==> src/rtl/piezo_melody_ctrl_pkg.sv <==
// Shared constants for the piezo melody controller: note codes, FSM encodings,
// song ROM layout and contents, half-period derivation and the key priority encoder.
package piezo_melody_ctrl_pkg;

    localparam int NOTE_W  = 4;
    localparam int BEATS_W = 4;
    localparam int STEP_W  = 4;
    localparam int DUR_W   = 24;
    localparam int HP_W    = 12;

    localparam logic [NOTE_W-1:0] NOTE_REST = 4'd0;
    localparam logic [NOTE_W-1:0] NOTE_C4   = 4'd1;
    localparam logic [NOTE_W-1:0] NOTE_D4   = 4'd2;
    localparam logic [NOTE_W-1:0] NOTE_E4   = 4'd3;
    localparam logic [NOTE_W-1:0] NOTE_F4   = 4'd4;
    localparam logic [NOTE_W-1:0] NOTE_G4   = 4'd5;
    localparam logic [NOTE_W-1:0] NOTE_A4   = 4'd6;
    localparam logic [NOTE_W-1:0] NOTE_B4   = 4'd7;
    localparam logic [NOTE_W-1:0] NOTE_C5   = 4'd8;

    localparam logic [STEP_W-1:0] LAST_STEP = 4'd15;

    localparam logic [1:0] ST_IDLE   = 2'd0;
    localparam logic [1:0] ST_MANUAL = 2'd1;
    localparam logic [1:0] ST_PLAY   = 2'd2;
    localparam logic [1:0] ST_GAP    = 2'd3;

    typedef struct packed {
        logic [NOTE_W-1:0]  note;
        logic [BEATS_W-1:0] beats;
    } rom_entry_t;

    // Frequencies are held in centi-hertz so the rounding divide stays in integers.
    function automatic logic [HP_W-1:0] half_period(input logic [NOTE_W-1:0] note, input int clk_hz);
        longint fc;
        case (note)
            NOTE_C4: fc = 26163;
            NOTE_D4: fc = 29366;
            NOTE_E4: fc = 32963;
            NOTE_F4: fc = 34923;
            NOTE_G4: fc = 39200;
            NOTE_A4: fc = 44000;
            NOTE_B4: fc = 49388;
            NOTE_C5: fc = 52325;
            default: fc = 0;
        endcase
        if (fc == 0) return '0;
        return HP_W'((longint'(clk_hz) * 100 + fc) / (2 * fc));
    endfunction

    function automatic rom_entry_t song_rom(input logic [STEP_W-1:0] step);
        rom_entry_t e;
        case (step)
            4'd0:    e = '{note: NOTE_C4,   beats: 4'd1};
            4'd1:    e = '{note: NOTE_D4,   beats: 4'd1};
            4'd2:    e = '{note: NOTE_E4,   beats: 4'd1};
            4'd3:    e = '{note: NOTE_F4,   beats: 4'd1};
            4'd4:    e = '{note: NOTE_G4,   beats: 4'd1};
            4'd5:    e = '{note: NOTE_A4,   beats: 4'd1};
            4'd6:    e = '{note: NOTE_B4,   beats: 4'd1};
            4'd7:    e = '{note: NOTE_C5,   beats: 4'd1};
            4'd8:    e = '{note: NOTE_REST, beats: 4'd2};
            default: e = '{note: NOTE_REST, beats: 4'd0};
        endcase
        return e;
    endfunction

    function automatic logic [NOTE_W-1:0] lowest_key(input logic [7:0] keys);
        logic [NOTE_W-1:0] r;
        r = '0;
        for (int i = 7; i >= 0; i--) begin
            if (keys[i]) r = NOTE_W'(i + 1);
        end
        return r;
    endfunction

endpackage

==> src/rtl/piezo_melody_ctrl_tone_gen.sv <==
// Square-wave generator: toggles the piezo every half period of the selected note
// and restarts cleanly (counter 0, output low) whenever the note changes.
module piezo_tone_gen
    import piezo_melody_ctrl_pkg::*;
#(
    parameter int CLK_HZ = 1_000_000
) (
    input  logic              clk,
    input  logic              rst,
    input  logic [NOTE_W-1:0] note_idx,
    output logic              piezo
);

    localparam logic [HP_W-1:0] HP_C4 = half_period(NOTE_C4, CLK_HZ);
    localparam logic [HP_W-1:0] HP_D4 = half_period(NOTE_D4, CLK_HZ);
    localparam logic [HP_W-1:0] HP_E4 = half_period(NOTE_E4, CLK_HZ);
    localparam logic [HP_W-1:0] HP_F4 = half_period(NOTE_F4, CLK_HZ);
    localparam logic [HP_W-1:0] HP_G4 = half_period(NOTE_G4, CLK_HZ);
    localparam logic [HP_W-1:0] HP_A4 = half_period(NOTE_A4, CLK_HZ);
    localparam logic [HP_W-1:0] HP_B4 = half_period(NOTE_B4, CLK_HZ);
    localparam logic [HP_W-1:0] HP_C5 = half_period(NOTE_C5, CLK_HZ);

    logic [HP_W-1:0]   r_cnt;
    logic              r_piezo;
    logic [NOTE_W-1:0] r_lastNote;
    logic [HP_W-1:0]   w_hp;
    logic [HP_W-1:0]   w_cnt;
    logic              w_piezoCur;
    logic              w_noteChange;

    always_comb begin
        w_hp = '1;
        case (note_idx)
            NOTE_C4: w_hp = HP_C4;
            NOTE_D4: w_hp = HP_D4;
            NOTE_E4: w_hp = HP_E4;
            NOTE_F4: w_hp = HP_F4;
            NOTE_G4: w_hp = HP_G4;
            NOTE_A4: w_hp = HP_A4;
            NOTE_B4: w_hp = HP_B4;
            NOTE_C5: w_hp = HP_C5;
            default: w_hp = '1;
        endcase
    end

    // The cycle in which the note changes already counts as count 0 with the output low.
    assign w_noteChange = (note_idx != r_lastNote);
    assign w_cnt        = w_noteChange ? '0 : r_cnt;
    assign w_piezoCur   = w_noteChange ? 1'b0 : r_piezo;
    assign piezo        = w_piezoCur;

    always_ff @(posedge clk or negedge rst) begin
        if (!rst) begin
            r_cnt      <= '0;
            r_piezo    <= 1'b0;
            r_lastNote <= '0;
        end else begin
            r_lastNote <= note_idx;
            if (note_idx == NOTE_REST) begin
                r_cnt   <= '0;
                r_piezo <= 1'b0;
            end else if (w_cnt == w_hp - 12'd1) begin
                r_cnt   <= '0;
                r_piezo <= ~w_piezoCur;
            end else begin
                r_cnt   <= w_cnt + 12'd1;
                r_piezo <= w_piezoCur;
            end
        end
    end

endmodule

==> src/rtl/piezo_melody_ctrl.sv <==
// Piezo controller: shares one tone generator between the manual keyboard and the
// ROM melody, the melody taking priority once started.
module piezo_melody_ctrl
    import piezo_melody_ctrl_pkg::*;
#(
    parameter int CLK_HZ      = 1_000_000,
    parameter int BEAT_CYCLES = 250_000,
    parameter int GAP_CYCLES  = 10_000
) (
    input  logic              clk,
    input  logic              rst,
    input  logic [7:0]        btn,
    input  logic              play,
    input  logic              stop,
    output logic              piezo,
    output logic              busy,
    output logic [NOTE_W-1:0] note_idx
);

    localparam logic [DUR_W-1:0] BEAT_LEN = DUR_W'(BEAT_CYCLES);
    localparam logic [DUR_W-1:0] GAP_LEN  = DUR_W'(GAP_CYCLES);

    logic [1:0]         r_state;
    logic [STEP_W-1:0]  r_step;
    logic [DUR_W-1:0]   r_durCnt;
    logic [NOTE_W-1:0]  r_noteIdx;
    logic               r_playQ;
    logic               r_playArmed;

    logic               w_playEdge;
    logic               w_startSong;
    logic [BEATS_W-1:0] w_curBeats;
    logic [DUR_W-1:0]   w_noteDur;
    logic [DUR_W-1:0]   w_durInc;
    logic [STEP_W-1:0]  w_stepNext;
    rom_entry_t         w_nextEntry;
    logic [NOTE_W-1:0]  w_firstNote;
    logic [NOTE_W-1:0]  w_btnNote;

    // A play level held through reset must fall once before an edge is accepted.
    assign w_playEdge  = play & ~r_playQ & r_playArmed;
    assign w_startSong = w_playEdge & ~stop;
    assign w_curBeats  = song_rom(r_step).beats;
    assign w_noteDur   = DUR_W'(w_curBeats) * BEAT_LEN;
    assign w_durInc    = (r_durCnt == '1) ? r_durCnt : r_durCnt + 24'd1;
    assign w_stepNext  = r_step + 4'd1;
    assign w_nextEntry = song_rom(w_stepNext);
    assign w_firstNote = song_rom(4'd0).note;
    assign w_btnNote   = lowest_key(btn);

    assign note_idx = r_noteIdx;
    assign busy     = (r_state == ST_PLAY) || (r_state == ST_GAP);

    always_ff @(posedge clk or negedge rst) begin
        if (!rst) begin
            r_state     <= ST_IDLE;
            r_step      <= '0;
            r_durCnt    <= '0;
            r_noteIdx   <= '0;
            r_playQ     <= 1'b0;
            r_playArmed <= 1'b0;
        end else begin
            r_playQ <= play;
            if (!play) r_playArmed <= 1'b1;
            case (r_state)
                ST_IDLE: begin
                    if (w_startSong) begin
                        r_state   <= ST_PLAY;
                        r_step    <= '0;
                        r_durCnt  <= '0;
                        r_noteIdx <= w_firstNote;
                    end else if (btn != 8'd0) begin
                        r_state   <= ST_MANUAL;
                        r_noteIdx <= w_btnNote;
                    end
                end
                ST_MANUAL: begin
                    if (w_startSong) begin
                        r_state   <= ST_PLAY;
                        r_step    <= '0;
                        r_durCnt  <= '0;
                        r_noteIdx <= w_firstNote;
                    end else if (w_playEdge || btn == 8'd0) begin
                        r_state   <= ST_IDLE;
                        r_noteIdx <= NOTE_REST;
                    end else begin
                        r_noteIdx <= w_btnNote;
                    end
                end
                ST_PLAY: begin
                    if (stop) begin
                        r_state   <= ST_IDLE;
                        r_noteIdx <= NOTE_REST;
                        r_durCnt  <= '0;
                    end else if (r_durCnt >= w_noteDur - 24'd1) begin
                        r_state   <= ST_GAP;
                        r_noteIdx <= NOTE_REST;
                        r_durCnt  <= '0;
                    end else begin
                        r_durCnt <= w_durInc;
                    end
                end
                ST_GAP: begin
                    if (stop) begin
                        r_state   <= ST_IDLE;
                        r_noteIdx <= NOTE_REST;
                        r_durCnt  <= '0;
                    end else if (r_durCnt >= GAP_LEN - 24'd1) begin
                        r_durCnt <= '0;
                        r_step   <= w_stepNext;
                        if (r_step == LAST_STEP || w_nextEntry.beats == 4'd0) begin
                            r_state <= ST_IDLE;
                        end else begin
                            r_state   <= ST_PLAY;
                            r_noteIdx <= w_nextEntry.note;
                        end
                    end else begin
                        r_durCnt <= w_durInc;
                    end
                end
                default: begin
                    r_state   <= ST_IDLE;
                    r_noteIdx <= NOTE_REST;
                end
            endcase
        end
    end

    piezo_tone_gen #(
        .CLK_HZ(CLK_HZ)
    ) u_toneGen (
        .clk     (clk),
        .rst     (rst),
        .note_idx(r_noteIdx),
        .piezo   (piezo)
    );

endmodule
==> config.mk <==
export PLATFORM = sky130hd
export DESIGN_NAME = piezo_melody_ctrl
export DESIGN_NICKNAME = d
export VERILOG_FILES = /design/src/rtl/piezo_melody_ctrl_pkg.sv /design/src/rtl/piezo_melody_ctrl_tone_gen.sv /design/src/rtl/piezo_melody_ctrl.sv
export SDC_FILE = /design/constraint.sdc
export NUM_CORES = 1
export LEC_CHECK = 0
export ABC_AREA = 1
export CORE_MARGIN = 1
export CORE_UTILIZATION = 61
export DETAILED_ROUTE_END_ITERATION = 7
export DONT_BUFFER_PORTS = 1
export GPL_TIMING_DRIVEN = 0
export PLACE_DENSITY = 0.87
export SYNTH_ARGS = -nofsm -noshare
export SYNTH_HDL_FRONTEND = slang
export SYNTH_SLANG_ARGS = --single-unit
==> constraint.sdc <==
create_clock -name clk -period 3.01 [get_ports clk]
set_input_delay 0.4515 -clock clk [delete_from_list [all_inputs] [get_ports clk]]
set_output_delay 0.4515 -clock clk [all_outputs]
set_load 0.01 [all_outputs]
Word-level counts from Yosys, hierarchy flattened:

Memories as Yosys holds them, arrays and structs flattened.
Cells that the tools add are included.

* bitwise logic cells: 6
* reductions and logical operators: 13
* add/sub/neg operators: 5
* mux-type cells: 45
* multipliers: 1
* magnitude comparators: 2
* eq/ne operators: 15

Operator list (number)
* 2-to-1 mux 24 bit: 6
* 2-to-1 mux 4 bit: 20
* one-hot mux 24 bit (3 select lines): 1
* 2-to-1 mux 12 bit: 3
* adder 24 x 1 -> 24 bit (second input constant): 1
* == test 24 bit (second input constant): 1
* greater-or-equal comparator 24 x 14 -> 1 bit (second input constant): 1
* greater-or-equal comparator 24 bit: 1
* subtractor 22 x 1 -> 23 bit (second input constant): 1
* multiplier 4 x 14 -> 18 bit (second input constant): 1
* 2-to-1 mux 2 bit: 9
* one-hot mux 4 bit (4 select lines): 1
* adder 12 x 1 -> 12 bit (second input constant): 1
* == test 12 bit: 1
* AND reduction 4 bit: 3
* subtractor 12 x 1 -> 12 bit (second input constant): 1
* != test 3 bit (second input constant): 3
* logical NOT 4 bit: 2
* logical NOT 8 bit: 1
* one-hot mux 2 bit (4 select lines): 1
* one-hot mux 4 bit (2 select lines): 1
* nonzero test 8 bit: 1
* != test 3 x 2 -> 1 bit (second input constant): 2
* adder 4 x 1 -> 4 bit (second input constant): 1
* other kinds (13): 23

* logic and storage cells: 99
* output and inout bits: 6
* ROM bits: 384
* memories: 3
* bits in registers: 53

Memory list
* (name not given): words 16, bits a word 12, rd ports 1, clocked after memory_dff 0, wr ports 0, line piezo_melody_ctrl_tone_gen.sv:33 `case (note_idx)`
* (name not given): words 16, bits a word 6, rd ports 1, clocked after memory_dff 0, wr ports 0, line piezo_melody_ctrl_pkg.sv:53 `case (step)`
* (name not given): words 16, bits a word 6, rd ports 1, clocked after memory_dff 0, wr ports 0, line piezo_melody_ctrl_pkg.sv:53

Logic depth before layout (Yosys ltp):

* depth in word-level cells: 11
* mapped depth: 16

Modules after synthesis:

A second synthesis with hierarchy kept.

* cells, all modules: 727
* area, all modules: 4730.8 µm²

By module, submodules not included
* piezo_melody_ctrl: sequential area each 900.9 µm², times used 1, cells each 465, area each 3135.5 µm²
* piezo_tone_gen: sequential area each 425.4 µm², times used 1, cells each 262, area each 1595.3 µm²

Worst setup path before layout:

No wires, ideal clock.

* kind: flip-flop to flip-flop
* start point: reg r_step[0]
* end point: reg r_durCnt[7]
* data arrival time: 2.652 ns
* period minus slack after synthesis: 2.718 ns
* stages on the path, launching flop included: 14
* setup slack: 0.292 ns
* path through: dfrtp_1 -> inv_1 -> ha_1 -> inv_1 -> o21ai_0 -> ha_1 -> a21oi_1 -> nand3_1 -> nor3_1 -> nand3_1 -> nand2_1 -> clkbuf_1 -> o211ai_1 -> nand2_1

* cells in the longest elaborated chain, start to end: 7

RTL lines
* start: declaration: line piezo_melody_ctrl.sv:24 `logic [STEP_W-1:0] r_step;`
* start signal: assignment: line piezo_melody_ctrl.sv:110 `r_step <= w_stepNext;`
* memory read (16 x 6 bit)
* multiplier 4 x 14 -> 18 bit: line piezo_melody_ctrl.sv:44 `assign w_noteDur = DUR_W'(w_curBeats) * BEAT_LEN;`
* subtractor 22 x 1 -> 23 bit: line piezo_melody_ctrl.sv:95 `end else if (r_durCnt >= w_noteDur - 24'd1) begin`
* greater-or-equal comparator 24 bit: line piezo_melody_ctrl.sv:95
* 2-to-1 mux 24 bit: line piezo_melody_ctrl.sv:95
* 2-to-1 mux 24 bit: line piezo_melody_ctrl.sv:91 `if (stop) begin`
* one-hot mux 24 bit (3 select lines): line piezo_melody_ctrl.sv:65 `case (r_state)`
* end signal: assignment: line piezo_melody_ctrl.sv:100 `r_durCnt <= w_durInc;`
* end signal: assignment: line piezo_melody_ctrl.sv:118 `r_durCnt <= w_durInc;`
* end: declaration: line piezo_melody_ctrl.sv:25 `logic [DUR_W-1:0] r_durCnt;`

No other way between the ends.
A chain may end at the register's enable or synchronous reset.

Worst setup path in the final report:

* start point: reg r_step[0]
* end point: reg r_durCnt[16]

The elaborated chain is that of the path after synthesis.

==> flow_summary.ini <==
[placement]
place_congestion = 0.972
io_buffers = 0
dp.cells = 803
pre_cts_ws_ps = -698
dp_hpwl_microns = 9070

[clocking]
clk_path_buf_depth = 2
clkSinkCount = 53
worstSkewPairLatency_ps = 310
clkSlewWorstSetupHoldPaths_ps = 90
numCtsBuffers = 5
htree_levels = 2
cts_tree = built
cts_root_buf = clkbuf_8

[drt]
vias_per_cell = 5.66
wl_per_cell_microns = 14.4
vias = 4616
antenna_left = 0
drcViolationCount = 0
drt_iter0_drc = 323
drt-total-wl_microns = 11700
dr.pass1.iters = 5

[sta]
setup_ws_ps = 190
finalHoldViolCount = 0
rsz0062_at_grt = no
fin_skew_ps = 11.2
holdWs_ps = 165
max-slew-margin-rel_pct = 55.8
setup_violations = 0
worst_slew_pin_slew_ps = 661
period_minus_slack_ps = 2820
finalMaxSlewViolations = 0
max_freq_ghz = 0.355
period_share_pct = 93.7

[logic_synthesis]
synth_compound_area_share_pct = 9.48
synth_fa_ha_area_share_pct = 8.28
synth.area.top_cells = dfrtp_1, nand2_1, ha_1
synth_top_family_by_area = simple AND/OR/NAND/NOR gates
yosysMostFrequentCell = nand2_1
synth_xor_area_share_pct = 4.68
async_reset_ff_share_pct = 100
synthFlopType = dfrtp_1
synth_top_area_share_pct = 28.3
avgSynthCellArea_sq_um = 6.67
synth_largest_area_cell = dfrtp_1
syn_area_sq_mm = 0.00468
synth-edff-count = 0
synthTopCellsByCount = nand2_1, inv_1, nor2_1
yosys_warnings = 0
synth_mux_area_share_pct = 0
synth_cell_type_count = 41
synth_seq_cells = 53
ys_seq_area_share_pct = 28.3
synthCells = 702
yosys.area_share.simple_pct = 39.0

[run]
maxCapViolations = 0

[global_routing]
grt_antenna_before_repair = 0
grt.overflow.total = 0
grt_max_degree = 54
grt_use_total_pct = 32.1
grt_pass1_wl_microns = 19900
grt_pass1_vias = 4482

[run_status]
status = finished, final reports clean

[pwr]
pwr-share-comb_pct = 52.3
clock_power_share_pct = 17.1
seqPwrFrac_pct = 30.6
p_sw_share_pct = 47.5
internal-power_w = 0.00156
peakVddDrop_v = 0.000245
p_leak_nw = 2.51
p_per_area_mw_per_mm2 = 592
netSwitchingPower_w = 0.00141

[critical_path]
arrival_ps = 3050
cp_max_fo = 10
endpoint_kind = flop
critPathLaunchType = flop
critPathRequiredTime_ps = 3240
crit_type = flop to flop

[layout]
diodes = 0
syn_to_final_growth_pct = 7.13
drive_gt1_share_pct = 8.66
fin_cells = 815
fillCellCount = 631
final_nets = 758

[floorplan]
core-area_sq_mm = 0.00733
dieArea_sq_mm = 0.00803
die_w_microns = 89.6
rows = 31
start_util_pct = 63.9
num_io_pins = 18
die_h_microns = 89.6

[min_path]
hp-class = input pin to flop
-- sequential cells by signal, summed over array words and instances (netlist names), 2 cells and up --
| register | count |
|---|---|
| r_state | 2 |
| u_toneGen.r_cnt | 12 |
| r_step | 4 |
| note_idx | 4 |
| u_toneGen.r_lastNote | 4 |
| r_durCnt | 24 |
-- final timing paths --
kind,end,slack (ps),depth (start not counted),from
setup / recovery,r_durCnt[16],190,13,r_step[0]
hold / removal,r_playQ,160,0,play
setup reg to reg,r_durCnt[16],190,13,r_step[0]
hold reg to reg,u_toneGen.r_lastNote[2],480,0,note_idx[2]
max in group asynchronous,r_step[1],2090,2,rst
min in group asynchronous,r_state[0],680,2,rst
-- cells in the final DEF, fill, tap and decap left out, types with 3 or more instances in the layout --
| master | netlist | routed |
|---|---|---|
| nand2_1 | 195 | 195 |
| inv_1 | 93 | 91 |
| nor2_1 | 78 | 78 |
| dfrtp_1 | 53 | 51 |
| nand3_1 | 45 | 45 |
| o21ai_0 | 42 | 39 |
| ha_1 | 31 | 31 |
| nand4_1 | 25 | 25 |
| xor2_1 | 25 | 25 |
| nor3_1 | 21 | 20 |
| a21oi_1 | 19 | 18 |
| inv_2 | 8 | 9 |
| nand2_2 | 7 | 7 |
| nand3_2 | 7 | 7 |
| nor2_2 | 6 | 6 |
| clkbuf_8 | 0 | 6 |
| o211ai_1 | 5 | 5 |
| o22ai_1 | 5 | 5 |
| buf_4 | 1 | 4 |
| nor4_1 | 4 | 4 |
| nor2_4 | 3 | 3 |
| nand3b_1 | 3 | 3 |
| conb_1 | 1 | 3 |
-- final cells by class --
cell class	count	area [sq um]	area share, %
inverter	101	383	7.63
clock buffer	6	82.6	1.65
multi-input combinational	540	2910	58.0
timing repair buffer	4	52.6	1.05
sequential	53	1330	26.5
clock inverter	2	37.5	0.748
tap	99	124	2.47
buffer	10	98.8	1.97
-- kinds of logic after synthesis --
logic type	count (synthesis)
AND/OR/NAND/NOR	401
AO/OA/AOI/OAI	80
buffers and inverters	111
flip-flops	53
adder cells (fa/ha/maj)	31
XOR/XNOR	25
other	1
-- metal layers --
layer | share of wire, % | vias to the layer above | GRT usage, %
met5 | 0 | - | 0
met2 | 50 | 135 | 58.1
met4 | 3.4 | 0 | 12.8
met3 | 4.2 | 34 | 3.47
met1 | 42 | 2138 | 39.0
li1 | - | 2309 | -
-- repair_timing --
action	in CTS	in global routing
buffers inserted	2	0
pin swaps	1	0
gates resized for setup	9	4
hold buffers	2	0
setup endpoints to repair	30	7
endpoints found under the hold margin	53	0
-- through the flow --
step	power, W	TNS, ps	instance area, sq um	util, %
after floorplan	0.00205	0	4690	-
after global placement	0.00234	-15140	4810	65.7
after detailed placement	0.00240	-16650	4810	65.7
after CTS	0.00295	0	5010	68.4
after global routing	0.00319	0	5020	68.4
final	0.00297	0	5020	68.4
-- critical path: stages, from the launching register on --
cell and delay (ps):
dfrtp_2 480, inv_2 120, ha_1 150, inv_1 100
o21ai_4 230, ha_1 300, a21oi_2 210, nand3_1 150
nor3_2 200, nand3_1 130, nand2_1 100, buf_4 190
clkinvlp_4 210, o21ai_0 190
-- power groups by stage --
stage	sequential (W)	combinational, W	clock [W]
floorplan	0.000887	0.00116	0
global placement	0.000908	0.00144	0
detailed placement	0.000915	0.00149	0
CTS	0.000904	0.00153	0.000516
global route	0.000921	0.00173	0.000545
finish	0.000910	0.00155	0.000508
Power figures use the tool's default switching activity.
